==> src/rtl/fb_fetch_scheduler.sv <==
// Frame-buffer fetch scheduler: copies one image row into a ping-pong line buffer ahead
// of display, and arbitrates the single-port frame buffer between display fetch and writer.
module fb_fetch_scheduler #(
    parameter int unsigned VBP   = 33,
    parameter int unsigned ROWH  = 12,
    parameter int unsigned NROWS = 40,
    parameter int unsigned NCOLS = 256
) (
    input  logic        vgaclk,
    input  logic        rst,
    input  logic [9:0]  hc,
    input  logic [9:0]  vc,
    input  logic        wr_req,
    input  logic [13:0] wr_addr,
    input  logic [15:0] wr_data,
    output logic        wr_ack,
    output logic        mem_en,
    output logic        mem_we,
    output logic [13:0] mem_addr,
    output logic [15:0] mem_wdata,
    input  logic [15:0] mem_rdata,
    output logic        lb_we,
    output logic        lb_bank,
    output logic [7:0]  lb_addr,
    output logic [15:0] lb_wdata,
    output logic        disp_bank,
    output logic        overrun
);

    typedef enum logic [1:0] {StIdle, StFetch, StDrain} state_e;

    state_e      state_q, state_d;
    logic [7:0]  col_q, col_d;
    logic [5:0]  row_q, row_d;
    logic [7:0]  rd_col_q;
    logic        rd_valid_q;
    logic        disp_bank_q;
    logic        overrun_q;

    logic        trig;
    logic [5:0]  trig_row;
    logic        swap;
    logic        swap_bank;
    logic        fetch_rd;
    logic        wr_grant;
    logic        wr_in_range;

    // Fetch of row k starts one image row before row k is displayed.
    always_comb begin
        trig      = 1'b0;
        trig_row  = '0;
        swap      = 1'b0;
        swap_bank = 1'b0;
        if (hc == 10'd0) begin
            for (int k = 0; k < NROWS; k++) begin
                if (vc == 10'(VBP - ROWH + ROWH * k)) begin
                    trig     = 1'b1;
                    trig_row = 6'(k);
                end
                if (vc == 10'(VBP + ROWH * k)) begin
                    swap      = 1'b1;
                    swap_bank = k[0];
                end
            end
        end
    end

    always_comb begin
        state_d = state_q;
        col_d   = col_q;
        row_d   = row_q;
        unique case (state_q)
            StIdle: begin
                if (trig) begin
                    state_d = StFetch;
                    col_d   = '0;
                    row_d   = trig_row;
                end
            end
            StFetch: begin
                col_d = col_q + 8'd1;
                if (col_q == 8'(NCOLS - 1)) begin
                    state_d = StDrain;
                end
            end
            StDrain: state_d = StIdle;
            default: state_d = StIdle;
        endcase
    end

    always_comb begin
        fetch_rd    = (state_q == StFetch);
        wr_in_range = 32'(wr_addr[13:8]) < NROWS;
        wr_grant    = wr_req && !rst && !trig && (state_q == StIdle || state_q == StDrain);
        wr_ack      = wr_grant;
        mem_en      = fetch_rd || (wr_grant && wr_in_range);
        mem_we      = !fetch_rd && wr_grant && wr_in_range;
        mem_addr    = fetch_rd ? {row_q, col_q} : wr_addr;
        mem_wdata   = wr_data;
        // Read data lands one cycle after its address, so the buffer write trails the read.
        lb_we       = rd_valid_q;
        lb_addr     = rd_col_q;
        lb_bank     = row_q[0];
        lb_wdata    = mem_rdata;
        disp_bank   = disp_bank_q;
        overrun     = overrun_q;
    end

    always_ff @(posedge vgaclk) begin
        if (rst) begin
            state_q     <= StIdle;
            col_q       <= '0;
            row_q       <= '0;
            rd_col_q    <= '0;
            rd_valid_q  <= 1'b0;
            disp_bank_q <= 1'b0;
            overrun_q   <= 1'b0;
        end else begin
            state_q    <= state_d;
            col_q      <= col_d;
            row_q      <= row_d;
            rd_col_q   <= col_q;
            rd_valid_q <= fetch_rd;
            if (swap) begin
                disp_bank_q <= swap_bank;
            end
            if (trig && state_q != StIdle) begin
                overrun_q <= 1'b1;
            end
        end
    end

endmodule

==> config.mk <==
export PLATFORM = sky130hd
export DESIGN_NAME = fb_fetch_scheduler
export DESIGN_NICKNAME = d
export VERILOG_FILES = /design/src/rtl/fb_fetch_scheduler.sv
export SDC_FILE = /design/constraint.sdc
export NUM_CORES = 1
export LEC_CHECK = 0
export ABC_AREA = 1
export CAP_MARGIN = 15
export CORE_MARGIN = 5
export CORE_UTILIZATION = 42
export DETAILED_ROUTE_END_ITERATION = 10
export PLACE_DENSITY = 0.95
export SYNTH_ARGS = -nofsm -noshare
export SYNTH_HDL_FRONTEND = slang
export SYNTH_SLANG_ARGS = --single-unit
==> constraint.sdc <==
create_clock -name vgaclk -period 3.58 [get_ports vgaclk]
set_input_delay 0.716 -clock vgaclk [delete_from_list [all_inputs] [get_ports vgaclk]]
set_output_delay 0.716 -clock vgaclk [all_outputs]
set_load 0.05 [all_outputs]
==> impl_metrics.json <==
{
  "hold_depth": 1,
  "synth_fa_ha_area_share_pct": 0.5388,
  "period_needed_ps": 3539,
  "grt_usage_pct": 22.94,
  "num_rows": 27,
  "ant_nets": 0,
  "worstPathCellList": "buf_4 > buf_4 > inv_2 > nor2_4 > nand2_4 > inv_2 > nand2_4 > nand2_4 > nor3_4 > nand3_2 > nor2_4 > nand3_4 > nor2_4 > o21ai_2 > nand2_1 > nand4_1 > o21ai_2 > buf_12",
  "synth-seq-cells": 27,
  "stdcell_count": 600,
  "cts_max_level": 1,
  "die_height_um": 84.36,
  "place_congestion": 0.9144,
  "synth_top_area_share_pct": 23.28,
  "holdCritStartpoint": "overrun",
  "crit_arrival_ps": 2820,
  "end_kind": "output port",
  "synth_top_family_by_area": "simple AND/OR/NAND/NOR gates",
  "max_freq_mhz": 282.6,
  "cap_violations": 0,
  "cts_max_path_buffers": 2,
  "path_buf_inv": 5,
  "port_buffers": 65,
  "p_comb_share_pct": 29.6,
  "holdPathEnd": "overrun",
  "worst_pin_slew_ps": 549.7,
  "min_period_over_period_pct": 98.85,
  "netSwitchingFraction_pct": 31.55,
  "regToRegSetupSlack_ps": 1790,
  "drt-total-wl_mm": 9.579,
  "grt_pass1_vias": 3041,
  "holdWs_ps": 478.5,
  "vias": 3208,
  "ys_seq_area_share_pct": 23.28,
  "p_clk_share_pct": 26.7,
  "cts_tree": "done",
  "dpl_cell_area_um2": 3324,
  "placedCellCount": 553,
  "first_pass_iters": 5,
  "crit_type": "input port to output port",
  "dieWidth_um": 84.36,
  "synthSimpleGateAreaFrac_pct": 43.86,
  "post-synth-top-area-cell": "dfxtp_1",
  "wl_per_cell_um": 15.97,
  "synth_area_um2": 2322,
  "dieArea_um2": 7117,
  "clock-sinks": 27,
  "setup_violations": 0,
  "r2r_cells": 10,
  "slew_violations": 0,
  "drive_gt1_share_pct": 42.05,
  "stdcell_area_um2": 3910,
  "syn_to_final_growth_pct": 68.37,
  "synth_area_leaders": "dfxtp_1 23%, nand2_1 12%, nor2_1 11%, buf_4 10%, inv_1 6.5%",
  "io_pins": 130,
  "via_per_inst": 5.347,
  "drt_iter0_drc": 249,
  "grt_max_degree": 29,
  "hpwl_mm": 5.966,
  "outcome": "completed",
  "worstReg2RegStart": "col_q[0]",
  "cp-start-kind": "input port",
  "fin_skew_ps": 9.203,
  "core_area_um2": 5439,
  "synth-xor-area-share_pct": 0,
  "p_int_w": 0.0004703,
  "final_nets": 599,
  "power.switching_w": 0.0002168,
  "clock-root-buffer": "clkbuf_8",
  "cellPowerDensity_nw_per_um2": 175.7,
  "fin_ws_ps": 41.35,
  "crit_path_max_incr_delay_ps": 230,
  "ir_drop_mv": 0.1392,
  "final.fill_count": 378,
  "setup-tns-final_ps": 0,
  "synth_compound_area_share_pct": 11.05,
  "cp_top_family": "simple AND/OR/NAND/NOR gates",
  "start_util_pct": 42.70,
  "cp_data_required_time_ps": 2860,
  "worstPathMaxFanout": 5,
  "pwr-share-seq_pct": 43.7,
  "grt-ovfl-total": 0,
  "holdCritPathClass": "flip-flop to flip-flop",
  "dpl_worst_slack_ps": -308.0,
  "synth_area_per_cell_um2": 5.985,
  "antenna_cells": 0,
  "cts_buffers": 3,
  "synth_mux_area_share_pct": 0,
  "yosysUniqueCellTypes": 34,
  "rsz0062_at_grt": "true",
  "synthesis.nets": 458,
  "leakage_nw": 1.875,
  "clock_latency_ps": 290,
  "grt_pass1_wl_mm": 13.44,
  "worst_r2r_endpoint": "col_q[7]",
  "synth_warnings": 0,
  "syn_inst": 388,
  "max_slew_margin_pct": 63.24,
  "slowest_stage": "o21ai_2",
  "antenna_found_initial": 0,
  "drc": 0,
  "cts.clk_slew.worst_paths_ps": 90,
  "final-hold-violation-count": 0
}
-- state kept, by name, indices dropped and copies added, names as in the netlist --
| register | cells |
|---|---|
| col_q | 8 |
| state_q | 2 |
| row_q | 6 |
| lb_addr | 8 |
| disp_bank | 1 |
| overrun | 1 |
| lb_we | 1 |
-- cells in the mapped netlist --
cell	count
clkbuf_1	4
nand4_1	14
nand2_2	8
o21a_1	3
buf_1	1
inv_1	40
nor2_4	4
nor2_1	66
o21ai_0	17
nor3b_1	1
buf_4	32
nand3b_1	2
nor3_1	9
o21ai_2	2
nand3_1	19
o21ai_1	5
clkinv_2	1
o31ai_2	1
nand2_1	77
o2111ai_1	1
dfxtp_1	27
nor4b_1	1
inv_2	20
o22ai_1	2
nand3_4	1
nor2_2	8
nand2_4	1
a21oi_1	11
ha_1	1
buf_2	1
nor3_2	3
or2_2	1
nor4_1	2
a21oi_2	2
-- per-stage QoR --
stage               utilization (%)  power (W)
floorplan                         -  0.0004856
global placement              61.12  0.0004850
detailed placement            61.12  0.0004884
CTS                           68.35  0.0006642
global route                  71.89  0.0007113
finish                        71.89  0.0006871
-- cell families after synthesis --
| family | Yosys count |
|---|---|
| buffers and inverters | 99 |
| adder cells (fa/ha/maj) | 1 |
| AND/OR/NAND/NOR | 217 |
| AO/OA/AOI/OAI | 44 |
| flip-flops | 27 |
-- power by group through the flow --
stage	clock [W]	combinational, W	sequential (W)
floorplan	0	0.000179	0.000307
global placement	0	0.000178	0.000307
detailed placement	0	0.000181	0.000307
CTS	0.000176	0.000188	0.000300
global route	0.000197	0.000214	0.000300
finish	0.000183	0.000204	0.000300
-- how the worst max path moves through the flow --
stage	from	endpoint	depth (start not counted)
6_report	vc[8]	mem_en	18
5_1_grt	vc[7]	mem_en	17
4_1_cts	vc[5]	mem_en	16
3_5_place_dp	vc[4]	mem_en	15
3_3_place_gp	vc[4]	mem_en	15
2_1_floorplan	vc[1]	mem_en	16
-- repair_timing --
action | CTS | global route
endpoints found under the setup margin | 3 | 5
setup buffers | 32 | 13
gates resized for setup | 46 | 55
hold buffers | 0 | 0
pin swaps | 16 | 29
-- final cells by class --
class | count | area, µm² | area share [%]
clock buffers | 3 | 41.29 | 1.056
clock inverters | 1 | 7.507 | 0.1920
inverters | 61 | 232.7 | 5.952
multi-input cells | 262 | 1543 | 39.46
flip-flops and latches | 27 | 540.5 | 13.82
well taps | 72 | 90.09 | 2.304
repair buffers | 174 | 1455 | 37.22
-- placed cells by master (no fill, tap or decap), drive strengths merged, types with 2 or more instances in the layout --
master / netlist / routed
nor2: 78 / 78
nor4: 2 / 2
nand3: 20 / 20
buf: 34 / 115
nor3: 12 / 12
a21oi: 13 / 13
o21ai: 24 / 24
o22ai: 2 / 2
dfxtp: 27 / 27
clkdlybuf4s50: 0 / 52
o21a: 3 / 3
clkbuf: 4 / 10
nand4: 14 / 14
nand2: 86 / 86
nand3b: 2 / 2
inv: 60 / 60
-- routing by layer --
layer  share of wire (%)  wire length (µm)  vias up  global-route usage, %
met5                   0                 0        -                      0
met4                 8.6               822        0                  17.55
met3                 8.5               813       82                  4.416
met2                  50              4791      222                  43.69
met1                  33              3153     1428                  21.14
li1                    -                 -     1476                      -
(Power assumes the default switching activity.)
